File: config.mk
export PLATFORM = sky130hd
export DESIGN_NAME = phy_rx_complex_state
export DESIGN_NICKNAME = d
export VERILOG_FILES = /design/src/rtl/phy_rx_complex_state.sv
export SDC_FILE = /design/constraint.sdc
export NUM_CORES = 1
export LEC_CHECK = 0
export CORE_MARGIN = 1.5
export CORE_UTILIZATION = 35
export CTS_CLUSTER_DIAMETER = 120
export DETAILED_ROUTE_END_ITERATION = 10
export MAX_ROUTING_LAYER = met4
export RECOVER_POWER = 100
export SLEW_MARGIN = 10
export SYNTH_ARGS = -nofsm -noshare
export SYNTH_HDL_FRONTEND = slang
export SYNTH_SLANG_ARGS = --single-unit
File: constraint.sdc
create_clock -name i_clk -period 2.7 [get_ports i_clk]
set_input_delay 0.54 -clock i_clk [delete_from_list [all_inputs] [get_ports i_clk]]
set_output_delay 0.54 -clock i_clk [all_outputs]
set_load 0.005 [all_outputs]
File: src/rtl/phy_rx_complex_state.sv
// -----------------------------------------------------------------------------
// phy_rx_complex_state
//   Receive-side PHY framer. Locks byte alignment on K28.5 commas arriving on
//   the 32-bit GT RX stream, strips the SOF (K27.7, FB) and EOF (K29.7, FD)
//   control characters and repacks the payload into a 32-bit AXI-Stream
//   master (first byte at [31:24], MSB-justified keep on the last beat).
//   There is no backpressure: the sink must accept every valid beat.
//
// Ports
//   i_clk            GT RX user clock
//   i_rst            synchronous active-high reset
//   i_gt_rx_done     GT RX init complete; low forces the framer back to INIT
//   i_gt_rx_data     raw RX word, lane 0 = [7:0] = first byte in time
//   i_gt_rx_charisk  per-lane K flag
//   o_axi_m_valid    payload beat valid
//   o_axi_m_data     payload word, first byte at [31:24]
//   o_axi_m_keep     byte enables, MSB-justified
//   o_axi_m_last     last beat of a frame
//   o_rx_lock        alignment locked
//   o_rx_err         one-cycle pulse on a framing error
// -----------------------------------------------------------------------------
module phy_rx_complex_state #(
  parameter int P_LOCK_TIMEOUT = 2048,
  parameter int P_MAX_BYTES    = 4096
) (
  input  logic        i_clk,
  input  logic        i_rst,
  input  logic        i_gt_rx_done,
  input  logic [31:0] i_gt_rx_data,
  input  logic [3:0]  i_gt_rx_charisk,
  output logic        o_axi_m_valid,
  output logic [31:0] o_axi_m_data,
  output logic [3:0]  o_axi_m_keep,
  output logic        o_axi_m_last,
  output logic        o_rx_lock,
  output logic        o_rx_err
);

  localparam int              LP_TO_W      = $clog2(P_LOCK_TIMEOUT) + 1;
  localparam logic [LP_TO_W-1:0] LP_TO_LAST = LP_TO_W'(P_LOCK_TIMEOUT - 1);
  localparam logic [LP_TO_W-1:0] LP_TO_ONE  = LP_TO_W'(1);
  localparam logic [LP_TO_W-1:0] LP_TO_ZERO = LP_TO_W'(0);
  localparam logic [15:0]     LP_MAX_BYTES = 16'(P_MAX_BYTES);
  localparam logic [7:0]      LP_K_SOF     = 8'hFB;
  localparam logic [7:0]      LP_K_EOF     = 8'hFD;
  localparam logic [31:0]     LP_COMMA_0   = 32'h50BC50BC;
  localparam logic [31:0]     LP_COMMA_1   = 32'hBC50BC50;

  typedef enum logic [2:0] {
    ST_INIT   = 3'd0,
    ST_UNLOCK = 3'd1,
    ST_IDLE   = 3'd2,
    ST_DATA   = 3'd3,
    ST_EOF2   = 3'd4
  } state_t;

  state_t               state_r;
  logic                 offset_r;
  logic [31:0]          prev_data_r;
  logic [3:0]           prev_k_r;
  logic [31:0]          aln_data_r;
  logic [3:0]           aln_k_r;
  logic [23:0]          carry_r;
  logic [15:0]          byte_cnt_r;
  logic [LP_TO_W-1:0]   to_cnt_r;
  logic [31:0]          tail_data_r;
  logic [3:0]           tail_keep_r;
  logic                 valid_r;
  logic [31:0]          data_r;
  logic [3:0]           keep_r;
  logic                 last_r;
  logic                 lock_r;
  logic                 err_r;

  logic [31:0]          aln_data_s;
  logic [3:0]           aln_k_s;
  logic                 comma0_s;
  logic                 comma1_s;
  logic                 comma_match_s;
  logic                 comma_other_s;
  logic [7:0]           b0_s, b1_s, b2_s, b3_s;
  logic                 sof_s;
  logic                 eof_hit_s;
  logic [1:0]           eof_lane_s;
  logic [15:0]          cnt_inc_s;
  logic                 frame_err_s;

  // Byte-rotate the raw word by the locked offset; offset 1 borrows the
  // last lane of the previous word as the first byte in time.
  always_comb begin
    aln_data_s = i_gt_rx_data;
    aln_k_s    = i_gt_rx_charisk;
    if (offset_r) begin
      aln_data_s = {i_gt_rx_data[23:0], prev_data_r[31:24]};
      aln_k_s    = {i_gt_rx_charisk[2:0], prev_k_r[3]};
    end else begin
      aln_data_s = i_gt_rx_data;
      aln_k_s    = i_gt_rx_charisk;
    end
  end

  // Comma detection runs on the raw input so lock can be acquired before the
  // offset is known.
  always_comb begin
    comma0_s      = (i_gt_rx_data == LP_COMMA_0) && (i_gt_rx_charisk == 4'b0101);
    comma1_s      = (i_gt_rx_data == LP_COMMA_1) && (i_gt_rx_charisk == 4'b1010);
    comma_match_s = 1'b0;
    comma_other_s = 1'b0;
    if (offset_r) begin
      comma_match_s = comma1_s;
      comma_other_s = comma0_s;
    end else begin
      comma_match_s = comma0_s;
      comma_other_s = comma1_s;
    end
  end

  // Decode control characters in the aligned word and the saturating count.
  always_comb begin
    b0_s       = aln_data_r[7:0];
    b1_s       = aln_data_r[15:8];
    b2_s       = aln_data_r[23:16];
    b3_s       = aln_data_r[31:24];
    sof_s      = (aln_k_r == 4'b0001) && (b0_s == LP_K_SOF);
    eof_hit_s  = 1'b0;
    eof_lane_s = 2'd0;
    case (aln_k_r)
      4'b0001: begin eof_hit_s = (b0_s == LP_K_EOF); eof_lane_s = 2'd0; end
      4'b0010: begin eof_hit_s = (b1_s == LP_K_EOF); eof_lane_s = 2'd1; end
      4'b0100: begin eof_hit_s = (b2_s == LP_K_EOF); eof_lane_s = 2'd2; end
      4'b1000: begin eof_hit_s = (b3_s == LP_K_EOF); eof_lane_s = 2'd3; end
      default: begin eof_hit_s = 1'b0;               eof_lane_s = 2'd0; end
    endcase
    if (byte_cnt_r > 16'hFFFB) begin
      cnt_inc_s = 16'hFFFF;
    end else begin
      cnt_inc_s = byte_cnt_r + 16'd4;
    end
    // The count check uses the bytes already accepted before this word.
    frame_err_s = (!i_gt_rx_done) || (byte_cnt_r > LP_MAX_BYTES) ||
                  !((aln_k_r == 4'b0000) || eof_hit_s);
  end

  // Alignment pipeline register: previous raw word and the aligned word.
  always_ff @(posedge i_clk) begin
    if (i_rst) begin
      prev_data_r <= 32'd0;
      prev_k_r    <= 4'd0;
      aln_data_r  <= 32'd0;
      aln_k_r     <= 4'd0;
    end else begin
      prev_data_r <= i_gt_rx_data;
      prev_k_r    <= i_gt_rx_charisk;
      aln_data_r  <= aln_data_s;
      aln_k_r     <= aln_k_s;
    end
  end

  // Framing FSM with registered AXI-Stream and status outputs.
  always_ff @(posedge i_clk) begin
    if (i_rst) begin
      state_r     <= ST_INIT;
      offset_r    <= 1'b0;
      carry_r     <= 24'd0;
      byte_cnt_r  <= 16'd0;
      to_cnt_r    <= LP_TO_ZERO;
      tail_data_r <= 32'd0;
      tail_keep_r <= 4'd0;
      valid_r     <= 1'b0;
      data_r      <= 32'd0;
      keep_r      <= 4'd0;
      last_r      <= 1'b0;
      lock_r      <= 1'b0;
      err_r       <= 1'b0;
    end else begin
      valid_r <= 1'b0;
      data_r  <= 32'd0;
      keep_r  <= 4'd0;
      last_r  <= 1'b0;
      err_r   <= 1'b0;
      case (state_r)
        ST_INIT: begin
          lock_r <= 1'b0;
          if (i_gt_rx_done) state_r <= ST_UNLOCK;
        end
        ST_UNLOCK: begin
          if (!i_gt_rx_done) begin
            state_r <= ST_INIT;
            lock_r  <= 1'b0;
          end else if (comma0_s || comma1_s) begin
            offset_r <= comma1_s;
            lock_r   <= 1'b1;
            to_cnt_r <= LP_TO_ZERO;
            state_r  <= ST_IDLE;
          end
        end
        ST_IDLE: begin
          if (!i_gt_rx_done) begin
            state_r <= ST_INIT;
            lock_r  <= 1'b0;
          end else if (sof_s) begin
            carry_r    <= {b1_s, b2_s, b3_s};
            byte_cnt_r <= 16'd0;
            to_cnt_r   <= LP_TO_ZERO;
            state_r    <= ST_DATA;
          end else if (comma_match_s) begin
            to_cnt_r <= LP_TO_ZERO;
          end else if (comma_other_s) begin
            // Alignment slipped while idle: follow the new comma position.
            offset_r <= ~offset_r;
            err_r    <= 1'b1;
            to_cnt_r <= LP_TO_ZERO;
          end else if (to_cnt_r == LP_TO_LAST) begin
            lock_r  <= 1'b0;
            state_r <= ST_UNLOCK;
          end else begin
            to_cnt_r <= to_cnt_r + LP_TO_ONE;
          end
        end
        ST_DATA: begin
          if (frame_err_s) begin
            // Close the frame with whatever is carried so the sink always
            // sees exactly one last beat per frame.
            valid_r <= 1'b1;
            data_r  <= {carry_r, 8'h00};
            keep_r  <= 4'b1110;
            last_r  <= 1'b1;
            err_r   <= 1'b1;
            if (i_gt_rx_done) begin
              state_r <= ST_IDLE;
            end else begin
              state_r <= ST_INIT;
              lock_r  <= 1'b0;
            end
          end else if (aln_k_r == 4'b0000) begin
            valid_r    <= 1'b1;
            data_r     <= {carry_r, b0_s};
            keep_r     <= 4'b1111;
            carry_r    <= {b1_s, b2_s, b3_s};
            byte_cnt_r <= cnt_inc_s;
          end else begin
            // EOF at lane n leaves 3+n payload bytes: carry plus lanes below n.
            valid_r <= 1'b1;
            state_r <= ST_IDLE;
            case (eof_lane_s)
              2'd0: begin
                data_r <= {carry_r, 8'h00};
                keep_r <= 4'b1110;
                last_r <= 1'b1;
              end
              2'd1: begin
                data_r <= {carry_r, b0_s};
                keep_r <= 4'b1111;
                last_r <= 1'b1;
              end
              2'd2: begin
                data_r      <= {carry_r, b0_s};
                keep_r      <= 4'b1111;
                tail_data_r <= {b1_s, 24'h000000};
                tail_keep_r <= 4'b1000;
                state_r     <= ST_EOF2;
              end
              default: begin
                data_r      <= {carry_r, b0_s};
                keep_r      <= 4'b1111;
                tail_data_r <= {b1_s, b2_s, 16'h0000};
                tail_keep_r <= 4'b1100;
                state_r     <= ST_EOF2;
              end
            endcase
          end
        end
        ST_EOF2: begin
          // Aligned input here is inter-frame filler; only the tail is sent.
          valid_r <= 1'b1;
          data_r  <= tail_data_r;
          keep_r  <= tail_keep_r;
          last_r  <= 1'b1;
          if (i_gt_rx_done) begin
            state_r <= ST_IDLE;
          end else begin
            state_r <= ST_INIT;
            lock_r  <= 1'b0;
          end
        end
        default: begin
          state_r <= ST_INIT;
          lock_r  <= 1'b0;
        end
      endcase
    end
  end

  assign o_axi_m_valid = valid_r;
  assign o_axi_m_data  = data_r;
  assign o_axi_m_keep  = keep_r;
  assign o_axi_m_last  = last_r;
  assign o_rx_lock     = lock_r;
  assign o_rx_err      = err_r;

endmodule
### Yosys cells after proc, flatten, opt, wreduce, memory -nomap -nowiden

Index checks and enable logic that the tools add are counted.

* input bits: 39
* logic and storage cells: 164
* flip-flop bits (word level): 204
* output and inout port bits: 40

* order comparisons: 2
* reductions and logical operators: 22
* add/subtract/negate cells: 2
* bitwise operators: 4
* eq/ne operators: 41
* muxes and demuxes: 76

Operator list (number)
* $pmux W32 S2: 2
* $mux W24: 4
* $mux W12: 7
* $mux W16: 5
* $pmux W24 S2: 1
* $eq A8 B8 Y1 const B: 5
* $mux W3: 11
* $eq A32 B31 Y1 const B: 1
* $eq A32 B32 Y1 const B: 1
* $mux W32: 1
* $pmux W16 S2: 1
* $mux W1: 29
* $mux W8: 3
* $pmux W12 S2: 1
* $ne A2 B2 Y1 const B: 11
* $ne A3 B3 Y1 const B: 6
* $add A16 B3 Y16 const B: 1
* $gt A16 B13 Y1 const B: 1
* $gt A16 B16 Y1 const B: 1
* $pmux W4 S2: 2
* $pmux W3 S5: 1
* $add A12 B1 Y12 const B: 1
* $eq A12 B11 Y1 const B: 1
* $ne A4 B4 Y1 const B: 3
* 28 further kinds: 47

### Depth between registers and ports, before layout

* depth in word-level cells: 8
* gate-level depth with buffers: 11
* depth with buffers taken out: 9

### Least setup slack after synthesis

OpenSTA, ideal clock, no wires.

* path kind: input to register
* start: in i_gt_rx_data[8]
* end: reg to_cnt_r[11]
* cell stages on the path: 8
* data arrival time: 2.176 ns
* setup slack: 0.453 ns
* setup time: 0.071 ns
* required time: 2.629 ns
* buffers on the path: 0
* cells stage by stage: nor4b_2 -> nand4_1 -> nor4_4 -> o21ai_2 -> a21oi_4 -> nand2_4 -> or3_1 -> a21oi_1

* cells in the longest elaborated chain, start to end: 8
* elaborated cells between the ends (all ways): 15
* those cells by class: eq/ne (4); mux (7); reduce/logical (4)

Ends and longest elaborated chain
* start, declared: line 29 `input logic [31:0] i_gt_rx_data,`
* $eq A32 B32 Y1 or $eq A32 B31 Y1 (tied branches): line 106, 105
* $logic_and A1 B1 Y1 (on tied branches): line 106, 105
* $mux W1: line 109 `if (offset_r) begin`
* $mux W12: line 208 `end else if (comma_other_s) begin`
* $mux W12: line 206 `end else if (comma_match_s) begin`
* $mux W12: line 201 `end else if (sof_s) begin`
* $mux W12: line 198 `if (!i_gt_rx_done) begin`
* $pmux W12 S2: line 181 `case (state_r)`
* end signal, assigned: line 217 `to_cnt_r <= to_cnt_r + LP_TO_ONE;`
* end, declared: line 65 `logic [LP_TO_W-1:0] to_cnt_r;`

Parallel ways exist; a longest one is shown, timed or not. The select of a mux whose other input is x is not followed.
A chain may end at the register's enable or synchronous reset.

### Worst setup path in the final report

* start: in i_gt_rx_done
* end: reg carry_r[6]

* cells in the longest elaborated chain, start to end: 5
* elaborated cells between the ends (all ways): 6
* those cells by class: eq/ne (2); reduce/logical (4)

Ends and longest elaborated chain
* start, declared: line 28 `input logic i_gt_rx_done,`
* $logic_not A1 Y1
* $logic_or A1 B1 Y1 (2 in series): line 140 `frame_err_s = (!i_gt_rx_done) || (byte_cnt_r > LP_MAX_BYTES) ||`
* $ne A2 B2 Y1 (no line)
* $reduce_and A5 Y1 (no line) (*)
* end signal, assigned: line 202 `carry_r <= {b1_s, b2_s, b3_s};`
* end signal, assigned: line 239 `carry_r <= {b1_s, b2_s, b3_s};`
* end, declared: line 63 `logic [23:0] carry_r;`

Mark *: on every way between the ends. The rest lies on a longest branch, timed or not.

==> out/results.txt <==
Max-slew violations - 47
Htree depth - 4
Cells after Synth - 720
WP buf/inv - 2
Final Hold Vio Count - 0
P per Cell Area - 616 mW/mm2
WL met1 - 8.36 mm
Arr. time, crit path - 2890 ps
Yosys Warn Count - 0
Skew final - 13.8 ps
Psw - 1170 uW
Top-count cell post-synth - dfxtp_1
RSZ-0062 raised after global routing - no
Avg WL per Cell - 14.9 um
Post-synth net total - 763
CP top delay family - buffers and inverters
ANT cells - 0
Sequential cell area - 0.00317 mm2
DR WL met3 - 677 um
DRT antenna net count - 0
Vias - 5,481
TritonCTS clock tree - built
Clock power share - 48.5%
Crit path cell chain - dlygate4sd3_1 > or4b_1 > a21oi_1 > nand3_1 > nand2_1 > buf_2 > nand2_1 > a21oi_1
Slew headroom - -31.6%
Root Driver - clkbuf_16
Highest Signal Layer - met4
Die width - 141 um
Longest Clk Path Bufs - 2
Final wirelength - 16.2 mm
Routed wl met2 - 6.89 mm
Largest stage delay, worst path - 570 ps
# IOs - 79
Status - finished with violations
Final period util - 93.8%
Comb pwr share - 5.7%
WP data required - 3050 ps
Core ar. - 0.0186 mm2
# clock sinks - 158
Worst setup SP type - input port
Gr ovfl total - 0
Vias in the first global route - 5,130
Fmax - 395 MHz
Multi-input gate area - 0.00320 mm2
Min Tclk post-route - 2530 ps
Fillers - 1,792
Fraction of layout cells with a size suffix above 1 - 13.6%
Routability Congestion - 0.875
Non-Filler Instances - 1,086
Initial Utilization - 35.6%
Ys flop type - dfxtp_1
Pleak - 0.00327 uW
Placed cells - 1,054
Clock transition at path regs - 60 ps
Die span in y - 141 um
Async SR Flop Fraction - 0%
HP Class - flop to flop
Tot GR Track Use - 17.5%
Worst-path maximum fanout - 24
First-pass GRT wire length - 26.7 mm
Post-Syn Area per Cell - 9.22 um2
Switch share - 22.2%
Post-synth EDFFs - 0
Register bit count reported by yosys - 158
Site Rows - 50
Dpl hpwl - 11.7 mm
Max-cap check violation count - 1
Area grow syn2layout - 29.2%
DIE AREA - 0.0198 mm2
# Post-CTS Setup Buffers - 0
CP Class - input port to flop
Iteration-0 DRC count of the detailed router - 361
Slew at the pin closest to its max-slew limit - 1970 ps
Initial antenna violation count - 0
DR vias/cell - 5.05
DRT Pass-1 Iters - 5
Largest net degree at the start of global routing - 47
Synth area leader - dfxtp_1
WHS - 450 ps
Synth top area share - 47.7%
Clk_lat worst skew - 430 ps
Residual DRC - 0
# setup viols final - 0
Number of distinct library cells after synthesis - 70
Worst-case vdd ir drop - 0.390 mV
Failing checks - max-capacitance violations, max-slew violations
Synth area leaders - dfxtp_1 48%, mux2i_1 6.6%, nand2_1 4.9%, nor2_1 4.4%, a21oi_1 3.5%
CTS buffer count - 17
Seq pwr share - 45.8%
Post-synthesis cell area - 0.00664 mm2
Worst setup EP type - flop
Fin nets - 882
Hold-fix buffer count after cts - 0
Port Buffers - 78
Seq/Total Area, Yosys - 47.7%
P_int - 4110 uW
Critical-path top delay cell - dlygate4sd3_1
Most instantiated cells after synthesis - 158 x dfxtp_1, 86 x nand2_1, 77 x nor2_1, 47 x a21oi_1, 44 x mux2i_1
-- cell type report --
| cell class | count | area share [%] |
|---|---|---|
| clock inverters | 12 | 2.13 |
| flip-flops and latches | 158 | 37.0 |
| inverters | 10 | 0.438 |
| well taps | 234 | 3.42 |
| repair buffers | 141 | 14.5 |
| clock buffers | 20 | 5.21 |
| multi-input cells | 511 | 37.3 |
-- kinds of logic after synthesis --
kind of cell | synth area share (%)
compound gates | 13.6
fa+ha+maj | 0.905
flops | 47.7
mux | 6.98
buf+inv | 3.92
xor+xnor | 1.19
simple gates | 25.7
-- layout by cell type (no fill, tap or decap), types with 14 or more instances in the layout --
master	count
a22o_1	17
dlygate4sd3_1	41
and3_1	14
dfxtp_1	155
a21oi_1	48
buf_4	50
o21ai_0	20
mux2i_1	44
clkbuf_16	17
nand3_1	26
clkdlybuf4s50_1	36
nand2_1	86
nor2_1	77
-- power by group through the flow --
stage	sequential (uW)	clock, uW	combinational [uW]
after CTS	2420	2600	303
after global placement	2470	0	301
after detailed placement	2470	0	302
final	2420	2560	300
after global routing	2420	2710	331
after floorplan	2440	0	151
-- per-layer routing --
layer	vias up	global-route usage (%)
met3	19	3.91
li1	2763	-
met4	0	5.21
met1	2551	25.1
met5	-	-
met2	148	24.4
-- timing repair --
| action | CTS | global route |
|---|---|---|
| endpoints found under the setup margin | 0 | 22 |
| resized for setup | 0 | 2 |
| hold endpoints to repair | 0 | 0 |
-- worst paths after layout --
path              cells after the start              end  slack (ps)    startpoint
hold reg to reg                       2      carry_r[13]         450   carry_r[13]
setup / recovery                      8       carry_r[6]         170  i_gt_rx_done
setup reg to reg                      9  tail_data_r[17]         250    aln_k_r[0]
hold / removal                        2      carry_r[13]         450   carry_r[13]
-- worst reg2reg max path, cell delays in order, from the launching register on --
cell	delay (ps)
dfxtp_1	410
nor4_1	440
a22oi_1	150
nor4_1	270
nand4_1	220
a211oi_4	330
buf_12	210
clkbuf_1	180
nand3_1	110
o21ai_2	80
-- stage by stage --
stage	worst slack, ps	instance area [um2]	util, %	power [uW]	TNS (ps)
after floorplan	453	6640	-	2590	0
after global placement	-96.6	8020	43.0	2770	-543
after detailed placement	-176	8020	43.0	2770	-1330
after CTS	154	8640	46.4	5320	0
after global routing	24.5	8570	46.0	5460	0
final	166	8570	46.0	5280	0
-- registers in the layout, summed over array words and instances, names as in the netlist, 2 cells and up --
| signal | flops |
|---|---|
| tail_keep_r | 2 |
| to_cnt_r | 12 |
| byte_cnt_r | 15 |
| carry_r | 24 |
| aln_k_r | 4 |
| state_r | 3 |
| tail_data_r | 16 |
| o_axi_m_keep | 4 |
| aln_data_r | 32 |
| prev_data_r | 8 |
| o_axi_m_data | 32 |
Note: power is estimated with default switching activity, not from simulation.
